<file path="src/rtl/systolic_ctrl_if.sv">
// Control, buffer-read, array-feed and result bundle of the systolic sequencer.
// Pure wiring, no latency of its own.
// No backpressure anywhere: every strobe and result is unconditional.
interface systolic_ctrl_if #(
   parameter int ROWS        = 4,
   parameter int COLS        = 4,
   parameter int data_length = 8,
   parameter int acc_length  = 32,
   parameter int NV_W        = 16
);
   localparam int AW = (ROWS > 1) ? $clog2(ROWS) : 1;

   logic                          start;
   logic [NV_W-1:0]               cfg_n_vec;
   logic                          busy;
   logic                          done;
   logic                          w_rd_en;
   logic [AW-1:0]                 w_rd_addr;
   logic [COLS*data_length-1:0]   w_rd_data;
   logic                          img_rd_en;
   logic [NV_W-1:0]               img_rd_addr;
   logic [ROWS*data_length-1:0]   img_rd_data;
   logic [COLS-1:0]               arr_w_load;
   logic [COLS*data_length-1:0]   arr_w_data;
   logic [ROWS-1:0]               arr_i_load;
   logic [ROWS*data_length-1:0]   arr_i_data;
   logic [COLS*acc_length-1:0]    arr_acc;
   logic                          res_valid;
   logic [COLS*acc_length-1:0]    res_data;
   logic [NV_W-1:0]               res_idx;

   // sequencer side
   modport master (
      input  start, cfg_n_vec, w_rd_data, img_rd_data, arr_acc,
      output busy, done, w_rd_en, w_rd_addr, img_rd_en, img_rd_addr,
             arr_w_load, arr_w_data, arr_i_load, arr_i_data,
             res_valid, res_data, res_idx
   );

   // buffers / host / array side
   modport slave (
      output start, cfg_n_vec, w_rd_data, img_rd_data, arr_acc,
      input  busy, done, w_rd_en, w_rd_addr, img_rd_en, img_rd_addr,
             arr_w_load, arr_w_data, arr_i_load, arr_i_data,
             res_valid, res_data, res_idx
   );
endinterface

</file>
<file path="src/rtl/systolic_ctrl.sv">
// Weight-stationary systolic array sequencer: weight tile load, skewed image stream, result deskew.
// Job takes 2*ROWS+2 cycles (N=0) or 3*ROWS+COLS+2+N cycles from start to done.
// No backpressure: buffers answer in one cycle and results must be taken every res_valid cycle.
module systolic_ctrl #(
   parameter int ROWS        = 4,
   parameter int COLS        = 4,
   parameter int data_length = 8,
   parameter int acc_length  = 32,
   parameter int NV_W        = 16
) (
   input logic            clk,
   input logic            rst,
   systolic_ctrl_if.master bus
);
   localparam int AW = (ROWS > 1) ? $clog2(ROWS) : 1;
   localparam int DL = data_length;
   localparam int AL = acc_length;
   // arr_i_load[0] to aligned result valid
   localparam int TD = ROWS + COLS - 1;
   localparam logic [NV_W-1:0] ONE         = NV_W'(1);
   localparam logic [NV_W-1:0] W_LAST      = NV_W'(ROWS - 1);
   localparam logic [NV_W-1:0] SETTLE_LAST = NV_W'(ROWS);

   typedef enum logic [2:0] {
      S_IDLE, S_W_FEED, S_W_SETTLE, S_I_STREAM, S_DRAIN, S_DONE
   } state_t;

   state_t            state_q, state_d;
   logic [NV_W-1:0]   cnt_q, cnt_d;
   logic [NV_W-1:0]   n_q, n_d;
   logic [NV_W-1:0]   res_cnt_q, res_cnt_d;
   logic [NV_W-1:0]   img_rd_addr_q, img_rd_addr_d;
   logic [AW-1:0]     w_rd_addr_q, w_rd_addr_d;
   logic              busy_q, busy_d;
   logic              done_q, done_d;
   logic              w_rd_en_q, w_rd_en_d;
   logic              img_rd_en_q, img_rd_en_d;
   logic              i_vld_q, i_vld_d;
   logic [COLS-1:0]   arr_w_load_q, arr_w_load_d;
   logic [TD-1:0]     tok_q, tok_d;
   logic              res_valid;

   logic              i_ld  [ROWS];
   logic [DL-1:0]     i_dat [ROWS];
   logic [AL-1:0]     col_al [COLS];
   logic [ROWS-1:0]   i_load_vec;
   logic [ROWS*DL-1:0] i_dat_vec;
   logic [COLS*AL-1:0] res_vec;

   // The oldest token marks the cycle in which every column of one vector is aligned.
   assign res_valid = tok_q[TD-1];

   // Next-state, counters and registered-output values, all derived from the next state.
   always_comb begin
      state_d   = state_q;
      cnt_d     = cnt_q;
      n_d       = n_q;
      res_cnt_d = res_valid ? res_cnt_q + ONE : res_cnt_q;
      case (state_q)
         S_IDLE: begin
            if (bus.start) begin
               state_d   = S_W_FEED;
               cnt_d     = '0;
               n_d       = bus.cfg_n_vec;
               res_cnt_d = '0;
            end
         end
         S_W_FEED: begin
            if (cnt_q == W_LAST) begin
               state_d = S_W_SETTLE;
               cnt_d   = '0;
            end else begin
               cnt_d = cnt_q + ONE;
            end
         end
         S_W_SETTLE: begin
            // ROWS+1 quiet cycles let the last weight token reach the bottom row
            if (cnt_q == SETTLE_LAST) begin
               state_d = (n_q != '0) ? S_I_STREAM : S_DONE;
               cnt_d   = '0;
            end else begin
               cnt_d = cnt_q + ONE;
            end
         end
         S_I_STREAM: begin
            if (cnt_q == n_q - ONE) begin
               state_d = S_DRAIN;
               cnt_d   = '0;
            end else begin
               cnt_d = cnt_q + ONE;
            end
         end
         S_DRAIN: begin
            if (res_valid && (res_cnt_q == n_q - ONE)) begin
               state_d = S_DONE;
            end
         end
         S_DONE:  state_d = S_IDLE;
         default: state_d = S_IDLE;
      endcase

      busy_d        = (state_d != S_IDLE);
      done_d        = (state_d == S_DONE);
      w_rd_en_d     = (state_d == S_W_FEED);
      w_rd_addr_d   = w_rd_en_d ? AW'(ROWS - 1) - cnt_d[AW-1:0] : '0;
      img_rd_en_d   = (state_d == S_I_STREAM);
      img_rd_addr_d = img_rd_en_d ? cnt_d : '0;
      // loads line up with the buffer's one-cycle read latency
      arr_w_load_d  = {COLS{w_rd_en_q}};
      i_vld_d       = img_rd_en_q;
      tok_d         = {tok_q[TD-2:0], i_vld_q};
   end

   // FSM and control registers with synchronous reset.
   always_ff @(posedge clk) begin
      if (rst) begin
         state_q       <= S_IDLE;
         cnt_q         <= '0;
         n_q           <= '0;
         res_cnt_q     <= '0;
         img_rd_addr_q <= '0;
         w_rd_addr_q   <= '0;
         busy_q        <= 1'b0;
         done_q        <= 1'b0;
         w_rd_en_q     <= 1'b0;
         img_rd_en_q   <= 1'b0;
         i_vld_q       <= 1'b0;
         arr_w_load_q  <= '0;
         tok_q         <= '0;
      end else begin
         state_q       <= state_d;
         cnt_q         <= cnt_d;
         n_q           <= n_d;
         res_cnt_q     <= res_cnt_d;
         img_rd_addr_q <= img_rd_addr_d;
         w_rd_addr_q   <= w_rd_addr_d;
         busy_q        <= busy_d;
         done_q        <= done_d;
         w_rd_en_q     <= w_rd_en_d;
         img_rd_en_q   <= img_rd_en_d;
         i_vld_q       <= i_vld_d;
         arr_w_load_q  <= arr_w_load_d;
         tok_q         <= tok_d;
      end
   end

   // Row skew: lane r is delayed r cycles, load bit travelling with its data.
   for (genvar r = 0; r < ROWS; r++) begin : g_lane
      logic [DL-1:0] lane_in;
      assign lane_in = i_vld_q ? bus.img_rd_data[r*DL +: DL] : '0;
      if (r == 0) begin : g_direct
         assign i_ld[r]  = i_vld_q;
         assign i_dat[r] = lane_in;
      end else begin : g_pipe
         logic [r-1:0]  ld_q, ld_d;
         logic [DL-1:0] dat_q [r];
         logic [DL-1:0] dat_d [r];
         // shift the lane one stage per cycle
         always_comb begin
            ld_d[0]  = i_vld_q;
            dat_d[0] = lane_in;
            for (int s = 1; s < r; s++) begin
               ld_d[s]  = ld_q[s-1];
               dat_d[s] = dat_q[s-1];
            end
         end
         // skew stages clear on reset so no stale image token survives
         always_ff @(posedge clk) begin
            if (rst) begin
               ld_q <= '0;
               for (int s = 0; s < r; s++) dat_q[s] <= '0;
            end else begin
               ld_q  <= ld_d;
               dat_q <= dat_d;
            end
         end
         assign i_ld[r]  = ld_q[r-1];
         assign i_dat[r] = dat_q[r-1];
      end
   end

   // Deskew: column c leaves the array c cycles late, so it is held COLS-1-c more.
   for (genvar c = 0; c < COLS; c++) begin : g_col
      localparam int DC = COLS - 1 - c;
      if (DC == 0) begin : g_direct
         assign col_al[c] = bus.arr_acc[c*AL +: AL];
      end else begin : g_pipe
         logic [AL-1:0] acc_q [DC];
         logic [AL-1:0] acc_d [DC];
         // shift the column one stage per cycle
         always_comb begin
            acc_d[0] = bus.arr_acc[c*AL +: AL];
            for (int s = 1; s < DC; s++) acc_d[s] = acc_q[s-1];
         end
         // deskew stages clear on reset
         always_ff @(posedge clk) begin
            if (rst) begin
               for (int s = 0; s < DC; s++) acc_q[s] <= '0;
            end else begin
               acc_q <= acc_d;
            end
         end
         assign col_al[c] = acc_q[DC-1];
      end
   end

   // Pack per-lane and per-column signals into the flat buses.
   always_comb begin
      i_load_vec = '0;
      i_dat_vec  = '0;
      res_vec    = '0;
      for (int r = 0; r < ROWS; r++) begin
         i_load_vec[r]         = i_ld[r];
         i_dat_vec[r*DL +: DL] = i_dat[r];
      end
      for (int c = 0; c < COLS; c++) res_vec[c*AL +: AL] = col_al[c];
   end

   assign bus.busy        = busy_q;
   assign bus.done        = done_q;
   assign bus.w_rd_en     = w_rd_en_q;
   assign bus.w_rd_addr   = w_rd_addr_q;
   assign bus.img_rd_en   = img_rd_en_q;
   assign bus.img_rd_addr = img_rd_addr_q;
   assign bus.arr_w_load  = arr_w_load_q;
   // data buses read zero whenever their load is idle, including straight after reset
   assign bus.arr_w_data  = (|arr_w_load_q) ? bus.w_rd_data : '0;
   assign bus.arr_i_load  = i_load_vec;
   assign bus.arr_i_data  = i_dat_vec;
   assign bus.res_valid   = res_valid;
   assign bus.res_data    = res_valid ? res_vec : '0;
   assign bus.res_idx     = res_cnt_q;
endmodule

</file>
<file path="src/flat_wrapper.sv">
// flat-port wrapper written by rule: the top's interface ports become plain ports
module systolic_ctrl_flat 
#(
   parameter int ROWS        = 4,
   parameter int COLS        = 4,
   parameter int data_length = 8,
   parameter int acc_length  = 32,
   parameter int NV_W        = 16
)
  (clk, rst, bus_start, bus_cfg_n_vec, bus_w_rd_data, bus_img_rd_data, bus_arr_acc, bus_busy, bus_done, bus_w_rd_en, bus_w_rd_addr, bus_img_rd_en, bus_img_rd_addr, bus_arr_w_load, bus_arr_w_data, bus_arr_i_load, bus_arr_i_data, bus_res_valid, bus_res_data, bus_res_idx);
  systolic_ctrl_if #(.ROWS(ROWS), .COLS(COLS), .data_length(data_length), .acc_length(acc_length), .NV_W(NV_W)) bus_i ();
  input logic clk;
  input logic rst;
  input wire logic [$bits(bus_i.start)-1:0] bus_start;
  input wire logic [$bits(bus_i.cfg_n_vec)-1:0] bus_cfg_n_vec;
  input wire logic [$bits(bus_i.w_rd_data)-1:0] bus_w_rd_data;
  input wire logic [$bits(bus_i.img_rd_data)-1:0] bus_img_rd_data;
  input wire logic [$bits(bus_i.arr_acc)-1:0] bus_arr_acc;
  output wire logic [$bits(bus_i.busy)-1:0] bus_busy;
  output wire logic [$bits(bus_i.done)-1:0] bus_done;
  output wire logic [$bits(bus_i.w_rd_en)-1:0] bus_w_rd_en;
  output wire logic [$bits(bus_i.w_rd_addr)-1:0] bus_w_rd_addr;
  output wire logic [$bits(bus_i.img_rd_en)-1:0] bus_img_rd_en;
  output wire logic [$bits(bus_i.img_rd_addr)-1:0] bus_img_rd_addr;
  output wire logic [$bits(bus_i.arr_w_load)-1:0] bus_arr_w_load;
  output wire logic [$bits(bus_i.arr_w_data)-1:0] bus_arr_w_data;
  output wire logic [$bits(bus_i.arr_i_load)-1:0] bus_arr_i_load;
  output wire logic [$bits(bus_i.arr_i_data)-1:0] bus_arr_i_data;
  output wire logic [$bits(bus_i.res_valid)-1:0] bus_res_valid;
  output wire logic [$bits(bus_i.res_data)-1:0] bus_res_data;
  output wire logic [$bits(bus_i.res_idx)-1:0] bus_res_idx;
  assign bus_i.start = bus_start;
  assign bus_i.cfg_n_vec = bus_cfg_n_vec;
  assign bus_i.w_rd_data = bus_w_rd_data;
  assign bus_i.img_rd_data = bus_img_rd_data;
  assign bus_i.arr_acc = bus_arr_acc;
  assign bus_busy = bus_i.busy;
  assign bus_done = bus_i.done;
  assign bus_w_rd_en = bus_i.w_rd_en;
  assign bus_w_rd_addr = bus_i.w_rd_addr;
  assign bus_img_rd_en = bus_i.img_rd_en;
  assign bus_img_rd_addr = bus_i.img_rd_addr;
  assign bus_arr_w_load = bus_i.arr_w_load;
  assign bus_arr_w_data = bus_i.arr_w_data;
  assign bus_arr_i_load = bus_i.arr_i_load;
  assign bus_arr_i_data = bus_i.arr_i_data;
  assign bus_res_valid = bus_i.res_valid;
  assign bus_res_data = bus_i.res_data;
  assign bus_res_idx = bus_i.res_idx;
  systolic_ctrl #(.ROWS(ROWS), .COLS(COLS), .data_length(data_length), .acc_length(acc_length), .NV_W(NV_W)) u_core (.clk(clk), .rst(rst), .bus(bus_i));
endmodule
</file>
<file path="config.mk">
export PLATFORM = sky130hd
export DESIGN_NAME = systolic_ctrl_flat
export DESIGN_NICKNAME = d
export VERILOG_FILES = /design/src/rtl/systolic_ctrl_if.sv /design/src/rtl/systolic_ctrl.sv /design/src/flat_wrapper.sv
export SDC_FILE = /design/constraint.sdc
export NUM_CORES = 1
export LEC_CHECK = 0
export BUFFER_PORTS_ARGS = -buffer_cell sky130_fd_sc_hd__buf_2
export CORE_MARGIN = 1.5
export CORE_UTILIZATION = 30
export DETAILED_ROUTE_END_ITERATION = 10
export HOLD_SLACK_MARGIN = 0.1
export PLACE_DENSITY_LB_ADDON = 0.3
export SYNTH_ARGS = -nofsm -noshare
export SYNTH_HDL_FRONTEND = slang
export SYNTH_SLANG_ARGS = --single-unit
</file>
<file path="constraint.sdc">
create_clock -name clk -period 2.8 [get_ports clk]
set_clock_uncertainty 0.05 [all_clocks]
set_input_delay 0.14 -clock clk [delete_from_list [all_inputs] [get_ports clk]]
set_output_delay 0.14 -clock clk [all_outputs]
set_load 0.02 [all_outputs]
</file>
==> flow_metrics.tcl <==
set metrics [dict create \
    max-vdd-ir-drop_mv 0.593 \
    chipWidth_um 203 \
    start_util_pct 30.3 \
    dp_hpwl_mm 24.2 \
    via_per_inst 4.27 \
    port_buffers 449 \
    place_worst_setup_slack_ns -0.193 \
    pwr_density_cell_mw_per_mm2 579 \
    finalNetCount 2091 \
    grt.total_usage_pct 16.0 \
    clock_sinks 322 \
    synthArstFlopShare_pct 0 \
    crit_buf_inv 2 \
    post-route-period-util_pct 99.9 \
    synth_top_area_share_pct 53.7 \
    antenna_found_initial 1 \
    cts_tree "built" \
    tightestPinTransition_ns 0.774 \
    setup_viol 0 \
    syn_inst 1228 \
    synth_common_cells "dfxtp_1 (322), nor2b_1 (233), and2_1 (195), clkbuf_1 (72), nand2_1 (59)" \
    finalCriticalPeriod_ns 2.80 \
    cts_buffer_depth 3 \
    cp.arrival_ns 3.21 \
    die_height_um 203 \
    syn-cell-area_sq_mm 0.0120 \
    ys_warn_count 0 \
    routed_wl_mm 34.8 \
    grt_max_degree 109 \
    run_status "finished clean" \
    synth_top_area_cell "dfxtp_1" \
    drc 0 \
    synth_edf_count 0 \
    grt_pass1_wl_mm 52.6 \
    synthTopCellsByArea "dfxtp_1 (54%), nor2b_1 (12%), and2_1 (10%), clkbuf_1 (2.3%), xnor2_1 (1.9%)" \
    hold_violations 0 \
    placeableCoreArea_sq_mm 0.0396 \
    path_cells "or3_4, or3_4, o2111a_1, o211ai_2, a2111oi_4, buf_4, a311o_1, a211o_4, buf_4, nor3_2" \
    critPathMaxFanout 8 \
    end_kind "register" \
    ys_types 65 \
    yosysMostFrequentCell "dfxtp_1" \
    io_pins 450 \
    synth_seq_cells 322 \
    worst_slack_ns 0.00239 \
    cp_top_family "compound AO/OA/AOI/OAI gates" \
    syn_to_final_growth_pct 53.3 \
    max_clock_freq_ghz 0.357 \
    ant_nets 0 \
    crit_slowest_cell "or3_4" \
    worst_skew_pair.late_latency_ns 0.55 \
    placementRows 73 \
    power_leakage_nw 8.55 \
    gp_congestion 0.913 \
    n_antenna_cell 0 \
    grt_pass1_vias 10100 \
    power_w 0.0107 \
    root_buffer "clkbuf_16" \
    h-tree-depth 2 \
    path_clk_slew_ns 0.06 \
    crit_type "reg2reg" \
    synth_nets 1443 \
    hold_path.class "in2reg" \
    wl_per_cell_um 14.3 \
    rsz0062_at_grt "yes" \
    startpoint_type "register" \
    numCtsBuffers 37 \
    die_area_sq_mm 0.0412 \
    gr-total-overflow 0 \
    drive_above_1_share_pct 35.2 \
    drt_iter0_drc 339 \
    drv_slew 0 \
    slew_headroom_pct 48.3 \
    drv_cap 0 \
    vias 10400 \
    cpPeakStageDelay_ns 0.40 \
    dr.pass1.iters 4 \
    ys.flop_type "dfxtp_1" \
    yosysSeqAreaShare_pct 53.7 \
    postSynthAreaPerCell_sq_um 9.78 \
    worstPathRequired_ns 3.21 \
]
## per-layer routing
| layer | share of wire [%] | GRT usage (%) |
|---|---|---|
| met3 | 6.5 | 3.43 |
| met2 | 48 | 27.3 |
| met4 | 3.5 | 7.49 |
| met1 | 42 | 19.1 |
| met5 | 0 | 0 |
## cell families (layout without fill, tap and decap cells)
logic type | Yosys count | count (layout) | share of synthesized area, %
XOR/XNOR | 52 | 52 | 4.02
flip-flops | 322 | 322 | 53.7
AO/OA/AOI/OAI | 102 | 102 | 5.97
buffers and inverters | 106 | 783 | 3.84
multiplexers | 4 | 4 | 0.333
adder cells (fa/ha/maj) | 4 | 4 | 0.417
AND/OR/NAND/NOR | 638 | 638 | 31.7
## final timing paths
path | start | endpoint | slack (ns) | cells past startpoint
setup / recovery | u_core.n_q[0]$_SDFFE_PP0P_ | u_core.bus.img_rd_addr[2]$_SDFF_PP0_ | 0.002 | 10
hold reg to reg | u_core.tok_q[5]$_SDFF_PP0_ | u_core.tok_q[6]$_SDFF_PP0_ | 0.38 | 1
setup reg to reg | u_core.n_q[0]$_SDFFE_PP0P_ | u_core.bus.img_rd_addr[2]$_SDFF_PP0_ | 0.002 | 10
hold / removal | bus_start | u_core.bus.busy$_SDFF_PP0_ | 0.22 | 5
## final cells by class
type	count	area, sq um
well taps	525	657
inverters	12	45.0
repair buffers	703	4670
flip-flops and latches	322	6460
clock inverters	19	193
clock buffers	49	1040
multi-input cells	800	5350
fillers	3811	21200
## layout by cell type, fill, tap and decap left out, types with 8 or more instances in the layout
cell type        n
inv_1            9
a21oi_1         37
buf_2          449
nor3_2          10
nand4_1          9
and3_1          11
and2_1         195
clkinv_2         8
clkbuf_16       39
nor2_1          47
buf_4           76
nor3_1          10
clkbuf_8         8
xnor2_1         25
dfxtp_1        317
nor2b_1        231
nand3_1         11
xor2_1          24
o21ai_0         10
nand2_1         59
dlygate4sd3_1  166
## sequential cells by signal, indices dropped and copies added, names as in the netlist
register and count:
u_core.bus.arr_i_data 16, u_core.bus.arr_w_load 1, u_core.bus.busy 1, u_core.bus.done 1, u_core.bus.img_rd_addr 16, u_core.bus.img_rd_en 1, u_core.bus.res_idx 16, u_core.bus.w_rd_addr 2
u_core.bus.w_rd_en 1, u_core.cnt_q 16, u_core.col_al 64, u_core.g_col.g_pipe.acc_d 96, u_core.g_col.g_pipe.acc_q 32, u_core.g_lane.g_pipe.dat_d 24, u_core.g_lane.g_pipe.dat_q 8, u_core.g_lane.g_pipe.ld_d 1
u_core.g_lane.g_pipe.ld_q 2, u_core.n_q 16, u_core.state_q 3, u_core.tok_q 5
## repair_timing
action | in CTS | in global routing
gates cloned | 0 | 4
hold buffers | 166 | 0
buffers inserted | 1 | 1
pin swaps | 1 | 13
setup endpoints to repair | 33 | 38
resized for setup | 13 | 39
hold endpoints to repair | 164 | 0
## power by group
part / internal (W) / switching (W)
clock network: 0.00276 / 0.00196
logic: 0.000637 / 0.000520
registers: 0.00473 / 0.0000504
total: 0.00813 / 0.00253
## stage by stage
| step | util [%] | cells | area [sq um] | hold slack [ns] | TNS (ns) |
|---|---|---|---|---|---|
| 4_1_cts | 45.8 | 2425 | 18200 | 0.179 | 0 |
| 6_report | 46.4 | 2430 | 18400 | 0.219 | 0 |
| 3_3_place_gp | 38.3 | 2190 | 15200 | 0.290 | -2.51 |
| 3_5_place_dp | 38.3 | 2190 | 15200 | 0.293 | -3.58 |
| 5_1_grt | 46.4 | 2430 | 18400 | 0.235 | -1.18 |
| 2_1_floorplan | - | 1228 | 12000 | 0.212 | 0 |
## worst min-delay path, cell delays in order
cell	delay, ns
buf_2	0.14
mux2i_1	0.11
o21ai_0	0.16
nor2_1	0.13
a21oi_1	0.07
(Power assumes the default switching activity.)
